==> config.mk <==
export PLATFORM = sky130hd
export DESIGN_NAME = frontend_issue_window_flat
export DESIGN_NICKNAME = d
export VERILOG_FILES = /design/src/rtl/frontend_pkg.sv /design/src/rtl/frontend_issue_window_if.sv /design/src/rtl/fiw_entry_decode.sv /design/src/rtl/frontend_issue_window.sv /design/src/flat_wrapper.sv
export SDC_FILE = /design/constraint.sdc
export NUM_CORES = 2
export LEC_CHECK = 0
export BUFFER_PORTS_ARGS = -buffer_cell sky130_fd_sc_hd__buf_4
export CORE_AREA = 2 2 230 232
export DETAILED_ROUTE_END_ITERATION = 16
export DIE_AREA = 0 0 232 234
export PLACE_DENSITY = 0.78
export SLEW_MARGIN = 40
export SYNTH_ARGS = -nofsm -noshare
export SYNTH_HDL_FRONTEND = slang
export SYNTH_SLANG_ARGS = --single-unit
==> constraint.sdc <==
create_clock -name clk -period 21.6 [get_ports clk]
set_clock_uncertainty 0.2 [all_clocks]
set_input_delay 0 -clock clk [delete_from_list [all_inputs] [get_ports clk]]
set_output_delay 0 -clock clk [all_outputs]
set_load 0.05 [all_outputs]
==> src/rtl/frontend_pkg.sv <==
// Shared types for the fetch-to-decode issue window.
//   slot_t     : one buffered instruction with its pre-decoded traits and masks
//   sel_rule_e : which selection rule picked the current emission
//   reg_bit    : one-hot register mask for GPRs 1..31 (r0 carries no dependency)
//   dep_any    : RAW/WAR/WAW overlap test between two mask pairs
package frontend_pkg;

  localparam int unsigned XLEN   = 32;
  localparam int unsigned MASK_W = 31;

  typedef struct packed {
    logic [XLEN-1:0]   pc;
    logic [XLEN-1:0]   instr;
    logic [MASK_W-1:0] rmask;
    logic [MASK_W-1:0] wmask;
    logic              is_lw;
    logic              is_sw;
    logic              is_branch;
    logic              is_jtype;
  } slot_t;

  typedef enum logic [2:0] {
    SEL_BRANCH_HEAD,
    SEL_DROP_NOP,
    SEL_HOIST_BR,
    SEL_HOIST_LW,
    SEL_HEAD
  } sel_rule_e;

  // Bit r-1 stands for register r; r0 never creates a hazard.
  function automatic logic [MASK_W-1:0] reg_bit(input logic [4:0] r);
    reg_bit = (r == 5'd0) ? '0 : (MASK_W'(1) << (r - 5'd1));
  endfunction

  // Nonzero when either side writes something the other reads or writes.
  function automatic logic dep_any(input logic [MASK_W-1:0] ar, input logic [MASK_W-1:0] aw,
                                   input logic [MASK_W-1:0] br, input logic [MASK_W-1:0] bw);
    dep_any = |((aw & (br | bw)) | (bw & (ar | aw)));
  endfunction

endpackage

==> src/rtl/frontend_issue_window_if.sv <==
// Fetch/decode handshake bundle of the issue window.
//   master : fetch + decode side (drives in_*, out_ready, flush)
//   slave  : the issue window (drives in_ready, out_valid, pc, instr, pred_pc,
//            hoisted, hoist_count)
interface frontend_issue_window_if;
  import frontend_pkg::*;

  logic            in_valid;
  logic            in_ready;
  logic [XLEN-1:0] in_pc;
  logic [XLEN-1:0] in_instr;
  logic            out_valid;
  logic            out_ready;
  logic [XLEN-1:0] pc;
  logic [XLEN-1:0] instr;
  logic [XLEN-1:0] pred_pc;
  logic            hoisted;
  logic            flush;
  logic [XLEN-1:0] hoist_count;

  modport master (
    output in_valid, in_pc, in_instr, out_ready, flush,
    input  in_ready, out_valid, pc, instr, pred_pc, hoisted, hoist_count
  );

  modport slave (
    input  in_valid, in_pc, in_instr, out_ready, flush,
    output in_ready, out_valid, pc, instr, pred_pc, hoisted, hoist_count
  );

endinterface

==> src/rtl/fiw_entry_decode.sv <==
// Enqueue-path decoder: turns a fetched {pc, instr} into a window slot with
// MIPS instruction traits and register read/write masks.
//   i_pc, i_instr : fetched address and word
//   o_slot        : decoded slot payload
module fiw_entry_decode
  import frontend_pkg::*;
(
  input  logic [XLEN-1:0] i_pc,
  input  logic [XLEN-1:0] i_instr,
  output slot_t           o_slot
);

  logic [5:0] w_op;
  logic [4:0] w_rs;
  logic [4:0] w_rt;
  logic [4:0] w_rd;

  assign w_op = i_instr[31:26];
  assign w_rs = i_instr[25:21];
  assign w_rt = i_instr[20:16];
  assign w_rd = i_instr[15:11];

  // Traits and masks by opcode; j/jal count as branches so they raise a bubble.
  always_comb begin
    o_slot       = '0;
    o_slot.pc    = i_pc;
    o_slot.instr = i_instr;
    case (w_op)
      6'h00: begin
        o_slot.rmask = reg_bit(w_rs) | reg_bit(w_rt);
        o_slot.wmask = reg_bit(w_rd);
      end
      6'h23: begin
        o_slot.rmask = reg_bit(w_rs);
        o_slot.wmask = reg_bit(w_rt);
        o_slot.is_lw = 1'b1;
      end
      6'h2b: begin
        o_slot.rmask = reg_bit(w_rs) | reg_bit(w_rt);
        o_slot.is_sw = 1'b1;
      end
      6'h04, 6'h05: begin
        o_slot.rmask     = reg_bit(w_rs) | reg_bit(w_rt);
        o_slot.is_branch = 1'b1;
      end
      6'h02: begin
        o_slot.is_branch = 1'b1;
        o_slot.is_jtype  = 1'b1;
      end
      6'h03: begin
        o_slot.wmask     = reg_bit(5'd31);
        o_slot.is_branch = 1'b1;
        o_slot.is_jtype  = 1'b1;
      end
      6'h08, 6'h09, 6'h0a, 6'h0b, 6'h0c, 6'h0d, 6'h0e, 6'h0f: begin
        o_slot.rmask = reg_bit(w_rs);
        o_slot.wmask = reg_bit(w_rt);
      end
      default: ;
    endcase
  end

endmodule

==> src/rtl/frontend_issue_window.sv <==
// N-entry fetch-to-decode issue window. Holds an age-ordered compacted array of
// pre-decoded slots and emits one per cycle, normally the oldest, optionally
// hoisting a younger dependency-free load or branch.
//   clk, reset : clock, asynchronous active-high reset
//   bus        : slave side of frontend_issue_window_if (fetch in, decode out,
//                flush, pred_pc, hoisted, hoist_count)
module frontend_issue_window
  import frontend_pkg::*;
#(
  parameter int unsigned DEPTH        = 4,
  parameter int unsigned LOOKAHEAD    = 3,
  parameter int unsigned ENABLE_HOIST = 1
) (
  input  logic                   clk,
  input  logic                   reset,
  frontend_issue_window_if.slave bus
);

  localparam int unsigned CNT_W = $clog2(DEPTH + 1);
  localparam int unsigned IDX_W = $clog2(DEPTH);
  localparam int unsigned LA    = (LOOKAHEAD < DEPTH) ? LOOKAHEAD : DEPTH - 1;

  slot_t            r_slot     [DEPTH];
  slot_t            w_slot_nxt [DEPTH];
  slot_t            w_new;
  logic [CNT_W-1:0] r_count;
  logic [CNT_W-1:0] w_ins_pos;
  logic             r_bubble;
  logic [XLEN-1:0]  r_hoist_count;
  sel_rule_e        w_rule;
  logic [IDX_W-1:0] w_sel;
  logic             w_active;
  logic             w_emit;
  logic             w_drop;
  logic             w_fire;
  logic             w_remove;
  logic             w_in_ready;
  logic             w_in_fire;
  logic [XLEN-1:0]  w_pred_pc;

  fiw_entry_decode u_decode (
    .i_pc    (bus.in_pc),
    .i_instr (bus.in_instr),
    .o_slot  (w_new)
  );

  // Priority selector; acc_* are prefix-ORs over slots older than k.
  always_comb begin
    logic [MASK_W-1:0] acc_r;
    logic [MASK_W-1:0] acc_w;
    logic              acc_mem;
    logic              found;
    w_rule  = SEL_HEAD;
    w_sel   = '0;
    found   = 1'b0;
    acc_r   = r_slot[0].rmask;
    acc_w   = r_slot[0].wmask;
    acc_mem = r_slot[0].is_lw | r_slot[0].is_sw;
    if (r_slot[0].is_branch) begin
      w_rule = SEL_BRANCH_HEAD;
    end else if (r_slot[0].instr == '0) begin
      w_rule = SEL_DROP_NOP;
    end else if ((ENABLE_HOIST != 0) && (r_count > CNT_W'(1)) && r_slot[1].is_branch &&
                 !dep_any(r_slot[0].rmask, r_slot[0].wmask, r_slot[1].rmask, r_slot[1].wmask) &&
                 !(r_slot[0].is_lw && r_slot[1].is_jtype)) begin
      w_rule = SEL_HOIST_BR;
      w_sel  = IDX_W'(1);
    end else if (ENABLE_HOIST != 0) begin
      for (int unsigned k = 1; k <= LA; k++) begin
        if (!found && (CNT_W'(k) < r_count) && r_slot[IDX_W'(k)].is_lw && !acc_mem &&
            !dep_any(acc_r, acc_w, r_slot[IDX_W'(k)].rmask, r_slot[IDX_W'(k)].wmask)) begin
          found  = 1'b1;
          w_rule = SEL_HOIST_LW;
          w_sel  = IDX_W'(k);
        end
        acc_r   = acc_r | r_slot[IDX_W'(k)].rmask;
        acc_w   = acc_w | r_slot[IDX_W'(k)].wmask;
        acc_mem = acc_mem | r_slot[IDX_W'(k)].is_lw | r_slot[IDX_W'(k)].is_sw;
      end
    end
  end

  // Handshake qualifiers; flush blocks any removal or enqueue this cycle.
  assign w_active   = (r_count != '0) && !r_bubble;
  assign w_emit     = w_active && (w_rule != SEL_DROP_NOP);
  assign w_drop     = w_active && (w_rule == SEL_DROP_NOP);
  assign w_fire     = w_emit && bus.out_ready && !bus.flush;
  assign w_remove   = (w_fire || w_drop) && !bus.flush;
  assign w_in_ready = (r_count < CNT_W'(DEPTH)) && !bus.flush;
  assign w_in_fire  = bus.in_valid && w_in_ready;
  assign w_ins_pos  = r_count - CNT_W'(w_remove);

  // Head after this emission or drop, falling back to the word being offered.
  always_comb begin
    w_pred_pc = '0;
    if (w_emit || w_drop) begin
      if (w_sel != '0)                w_pred_pc = r_slot[0].pc;
      else if (r_count > CNT_W'(1))   w_pred_pc = r_slot[1].pc;
      else if (bus.in_valid)          w_pred_pc = bus.in_pc;
    end else if (r_count != '0) begin
      w_pred_pc = r_slot[0].pc;
    end else if (bus.in_valid) begin
      w_pred_pc = bus.in_pc;
    end
  end

  // Compaction: slots at/after the removed one shift down, then the new entry lands.
  always_comb begin
    for (int j = 0; j < int'(DEPTH); j++) begin
      w_slot_nxt[j] = r_slot[j];
      if (w_remove && (IDX_W'(j) >= w_sel) && (j < int'(DEPTH) - 1))
        w_slot_nxt[j] = r_slot[IDX_W'(j + 1)];
      if (w_in_fire && (CNT_W'(j) == w_ins_pos))
        w_slot_nxt[j] = w_new;
    end
  end

  // Window state, bubble and saturating hoist counter.
  always_ff @(posedge clk or posedge reset) begin
    if (reset) begin
      r_count       <= '0;
      r_bubble      <= 1'b0;
      r_hoist_count <= '0;
      for (int j = 0; j < int'(DEPTH); j++) r_slot[j] <= '0;
    end else if (bus.flush) begin
      r_count  <= '0;
      r_bubble <= 1'b0;
    end else begin
      r_count  <= r_count + CNT_W'(w_in_fire) - CNT_W'(w_remove);
      r_bubble <= w_fire && ((w_rule == SEL_BRANCH_HEAD) || (w_rule == SEL_HOIST_BR));
      if (w_fire && (w_sel != '0) && (r_hoist_count != '1))
        r_hoist_count <= r_hoist_count + XLEN'(1);
      for (int j = 0; j < int'(DEPTH); j++) r_slot[j] <= w_slot_nxt[j];
    end
  end

  assign bus.in_ready    = w_in_ready;
  assign bus.out_valid   = w_emit;
  assign bus.pc          = w_emit ? r_slot[w_sel].pc : '0;
  assign bus.instr       = w_emit ? r_slot[w_sel].instr : '0;
  assign bus.hoisted     = w_emit && (w_sel != '0);
  assign bus.pred_pc     = w_pred_pc;
  assign bus.hoist_count = r_hoist_count;

endmodule
==> src/flat_wrapper.sv <==
// flat-port wrapper written by rule: the top's interface ports become plain ports
module frontend_issue_window_flat import frontend_pkg::*;
#(
  parameter int unsigned DEPTH        = 4,
  parameter int unsigned LOOKAHEAD    = 3,
  parameter int unsigned ENABLE_HOIST = 1
)
  (clk, reset, bus_in_valid, bus_in_pc, bus_in_instr, bus_out_ready, bus_flush, bus_in_ready, bus_out_valid, bus_pc, bus_instr, bus_pred_pc, bus_hoisted, bus_hoist_count);
  frontend_issue_window_if bus_i ();
  input  logic clk;
  input  logic reset;
  input wire logic [$bits(bus_i.in_valid)-1:0] bus_in_valid;
  input wire logic [$bits(bus_i.in_pc)-1:0] bus_in_pc;
  input wire logic [$bits(bus_i.in_instr)-1:0] bus_in_instr;
  input wire logic [$bits(bus_i.out_ready)-1:0] bus_out_ready;
  input wire logic [$bits(bus_i.flush)-1:0] bus_flush;
  output wire logic [$bits(bus_i.in_ready)-1:0] bus_in_ready;
  output wire logic [$bits(bus_i.out_valid)-1:0] bus_out_valid;
  output wire logic [$bits(bus_i.pc)-1:0] bus_pc;
  output wire logic [$bits(bus_i.instr)-1:0] bus_instr;
  output wire logic [$bits(bus_i.pred_pc)-1:0] bus_pred_pc;
  output wire logic [$bits(bus_i.hoisted)-1:0] bus_hoisted;
  output wire logic [$bits(bus_i.hoist_count)-1:0] bus_hoist_count;
  assign bus_i.in_valid = bus_in_valid;
  assign bus_i.in_pc = bus_in_pc;
  assign bus_i.in_instr = bus_in_instr;
  assign bus_i.out_ready = bus_out_ready;
  assign bus_i.flush = bus_flush;
  assign bus_in_ready = bus_i.in_ready;
  assign bus_out_valid = bus_i.out_valid;
  assign bus_pc = bus_i.pc;
  assign bus_instr = bus_i.instr;
  assign bus_pred_pc = bus_i.pred_pc;
  assign bus_hoisted = bus_i.hoisted;
  assign bus_hoist_count = bus_i.hoist_count;
  frontend_issue_window #(.DEPTH(DEPTH), .LOOKAHEAD(LOOKAHEAD), .ENABLE_HOIST(ENABLE_HOIST)) u_core (.clk(clk), .reset(reset), .bus(bus_i));
endmodule
==> flow_summary.ini <==
[global_route]
grt_pass1_vias = 23900
grt_max_degree = 129
grt_overflow = 0
grt_usage = 0.353
antenna_found_initial = 1
grt_pass1_wl_um = 147000

[synthesis]
ys_warn_count = 0
synthArstFlopShare = 1.00
yosysSeqAreaShare = 0.506
synth_cell_types = 66
synth_seq_cells = 550
synth_ff_type = dfrtp_1
syn_inst = 2725
synth.avg_cell_area_um2 = 9.98
syn_area_um2 = 27200
syn_nets = 2803
synth_edf_count = 0

[clock_network]
cts.sinks = 550
cts_tree = done
clockBufferDepth = 3
ctsHoldBuffers = 124
numCtsBuffers = 58
path_clk_slew_ns = 0.06
cts-root-buf = clkbuf_16
worstSkewPairLatency_ns = 0.66
postCtsResizedCells = 0
htreeDepth = 2
post_cts_buffers = 0

[timing]
worst_slew_pin_slew_ns = 0.981
rsz0062_at_grt = false
maxSlewViolCount = 0
hold_violations = 0
min_period_over_period = 0.241
max_freq_mhz = 192
max_slew_margin = 0.343
min_period_ns = 5.21
tns_ns = 0
setup-violations-final = 0

[routing]
drt_iter0_drc = 3459
wl_per_cell_um = 26.3
via_per_inst = 6.75
drt_first_pass_iters = 10
drtAntennaViolNets = 0
wirelength_um = 96800
drc = 0
vias = 24800

[setup_path]
cp.required_ns = 21.40
worst_ep_arrival_time_ns = 5.01
path_class = register to output port
cp_max_fo = 66
crit_path_end_kind = output port
start_kind = register

[finish]
final_cells = 3678
final_nets = 3020
drive_gt1_frac = 0.221
synthToLayoutAreaGrowth_pct = 19.0
final_core_util = 0.622

[power]
p_int_mw = 2.82
p_seq_frac = 0.377
pwr-share-comb = 0.412
clkPwrFrac = 0.211
powerDensity_nw_per_um2 = 153
leakagePower_nw = 14.5
peakVddDrop_uv = 123
switchingPower_mw = 2.13
p_total_mw = 4.95
switching_share = 0.430

[placement]
place_inst = 3444
hpwl_um = 61600
io_buffers = 199
finalWeightedCongestion = 1.06

[floorplanning]
dieHeight_um = 234
fp.dieW_um = 232
row_count = 84
dieArea_um2 = 54300
core_um2 = 52000
ios = 200
initial_core_util = 0.522

[outcome]
status = complete, no violations

[flow_run]
max-cap-violations = 0

[worst_hold_path]
hold_class = input port to register
## routing by layer
metal | vias to the layer above | wire (um) | global-route usage
li1 | 10600 | - | -
met3 | 274 | 9510 | 0.0805
met1 | 12400 | 37600 | 0.472
met2 | 1503 | 45200 | 0.558
met4 | 0 | 4480 | 0.141
met5 | - | 0 | 0
## layout make-up
class | count | area [um^2]
Antenna cell | 1 | 2.50
Clock inverter | 28 | 354
Tap cell | 688 | 861
Multi-Input combinational cell | 1881 | 12300
Fill cell | 4039 | 19700
Timing Repair Buffer | 356 | 3060
Inverter | 95 | 369
Sequential cell | 550 | 13800
Clock buffer | 79 | 1630
## sequential cells by signal, indices dropped and copies added (netlist names)
signal                  count
u_core.r_bubble             1
u_core.r_slot             514
u_core.bus.hoist_count     32
u_core.r_count              3
## kinds of logic after synthesis
| logic type | Yosys count | share of synthesized area |
|---|---|---|
| multiplexers | 163 | 0.0660 |
| AND/OR/NAND/NOR | 898 | 0.149 |
| AO/OA/AOI/OAI | 777 | 0.218 |
| flip-flops | 550 | 0.506 |
| buffers and inverters | 294 | 0.0462 |
| adder cells (fa/ha/maj) | 9 | 0.00442 |
| XOR/XNOR | 34 | 0.0110 |
## power groups by stage
stage,Sequential [mW],Combinational (mW),Clock [mW]
floorplan,1.72,1.45,0
global placement,1.82,1.91,0
detailed placement,1.85,1.96,0
CTS,1.84,1.99,1.05
global route,1.91,2.17,1.09
finish,1.87,2.04,1.04
## Yosys cell counts (4+ instances only)
cell type | n | area, um^2
o31ai_1 | 31 | 233
xnor2_1 | 4 | 35.0
buf_2 | 71 | 355
a31oi_1 | 27 | 169
buf_1 | 4 | 15.0
nand4_1 | 75 | 469
buf_4 | 10 | 75.1
xor2_1 | 30 | 263
nor3_1 | 23 | 115
ha_1 | 8 | 100
nor4_2 | 6 | 75.1
a221o_1 | 21 | 210
nand2b_1 | 6 | 37.5
or2_2 | 4 | 25.0
o21ai_1 | 15 | 75.1
and2_1 | 5 | 31.3
nand3_1 | 67 | 335
o22ai_1 | 29 | 181
o32ai_1 | 29 | 254
or3_1 | 4 | 25.0
nor2_1 | 200 | 751
and3_1 | 8 | 50.1
o21ai_0 | 184 | 921
nor4_1 | 40 | 250
o22a_1 | 38 | 333
dfrtp_1 | 550 | 13800
mux2_2 | 129 | 1450
a222oi_1 | 72 | 721
a22oi_1 | 21 | 158
nor2b_1 | 16 | 100
inv_1 | 94 | 353
a21oi_1 | 128 | 641
nor4b_1 | 4 | 35.0
nand2_1 | 424 | 1590
mux2i_1 | 34 | 340
o221a_2 | 163 | 1840
clkbuf_1 | 109 | 409
## worst max-delay path: stages, from the launching register on
cell     delay [ns]
dfrtp_1        0.42
inv_1          0.18
ha_1           0.20
nand2_1        0.08
a22oi_2        0.12
buf_4          0.61
and4_1         0.34
nand3_1        0.22
or4_2          0.61
buf_6          0.29
nand2_2        0.14
buf_6          0.54
o221a_2        0.35
buf_4          0.21
## path summary, 6_finish.rpt
path	start	to	slack (ns)	cells after the start
setup / recovery	u_core.r_count[1]	bus_pc[18]	16.39	13
hold / removal	bus_in_instr[15]	u_core.r_slot[341]	0.03	3
setup reg to reg	u_core.r_slot[473]	u_core.r_slot[301]	16.53	14
hold reg to reg	u_core.r_slot[250]	u_core.r_slot[250]	0.28	2
max in group asynchronous	reset	u_core.r_slot[135]	18.41	7
min in group asynchronous	reset	u_core.r_slot[206]	0.44	4
## layout by cell type, fill, tap and decap left out, types with 17 or more instances in the layout
master           n
o21ai_1         17
nor2_1         200
a22oi_1         20
o21ai_0        182
a21oi_1        127
clkbuf_16       59
xor2_1          30
nand3_1         66
a221o_1         21
a222oi_1        72
nand2_1        419
mux2i_1         34
o221a_2        163
o32ai_1         28
inv_1           93
nor4_1          40
a31oi_1         24
dfrtp_1        550
o31ai_1         29
nor3_1          20
o22ai_1         29
mux2_2         129
o22a_1          38
nand4_1         75
dlygate4sd3_1  124
buf_4          217
## stage by stage
stage | cell area, um^2 | setup slack [ns] | hold WS [ns]
2_1_floorplan | 27200 | 6.02 | -0.134
3_3_place_gp | 29000 | 16.60 | -0.0000922
3_5_place_dp | 29000 | 16.48 | 0.00436
4_1_cts | 32300 | 16.40 | 0.0000763
5_1_grt | 32300 | 16.22 | 0.0251
6_report | 32300 | 16.39 | 0.0284
Note: power is estimated with default switching activity, not from simulation.
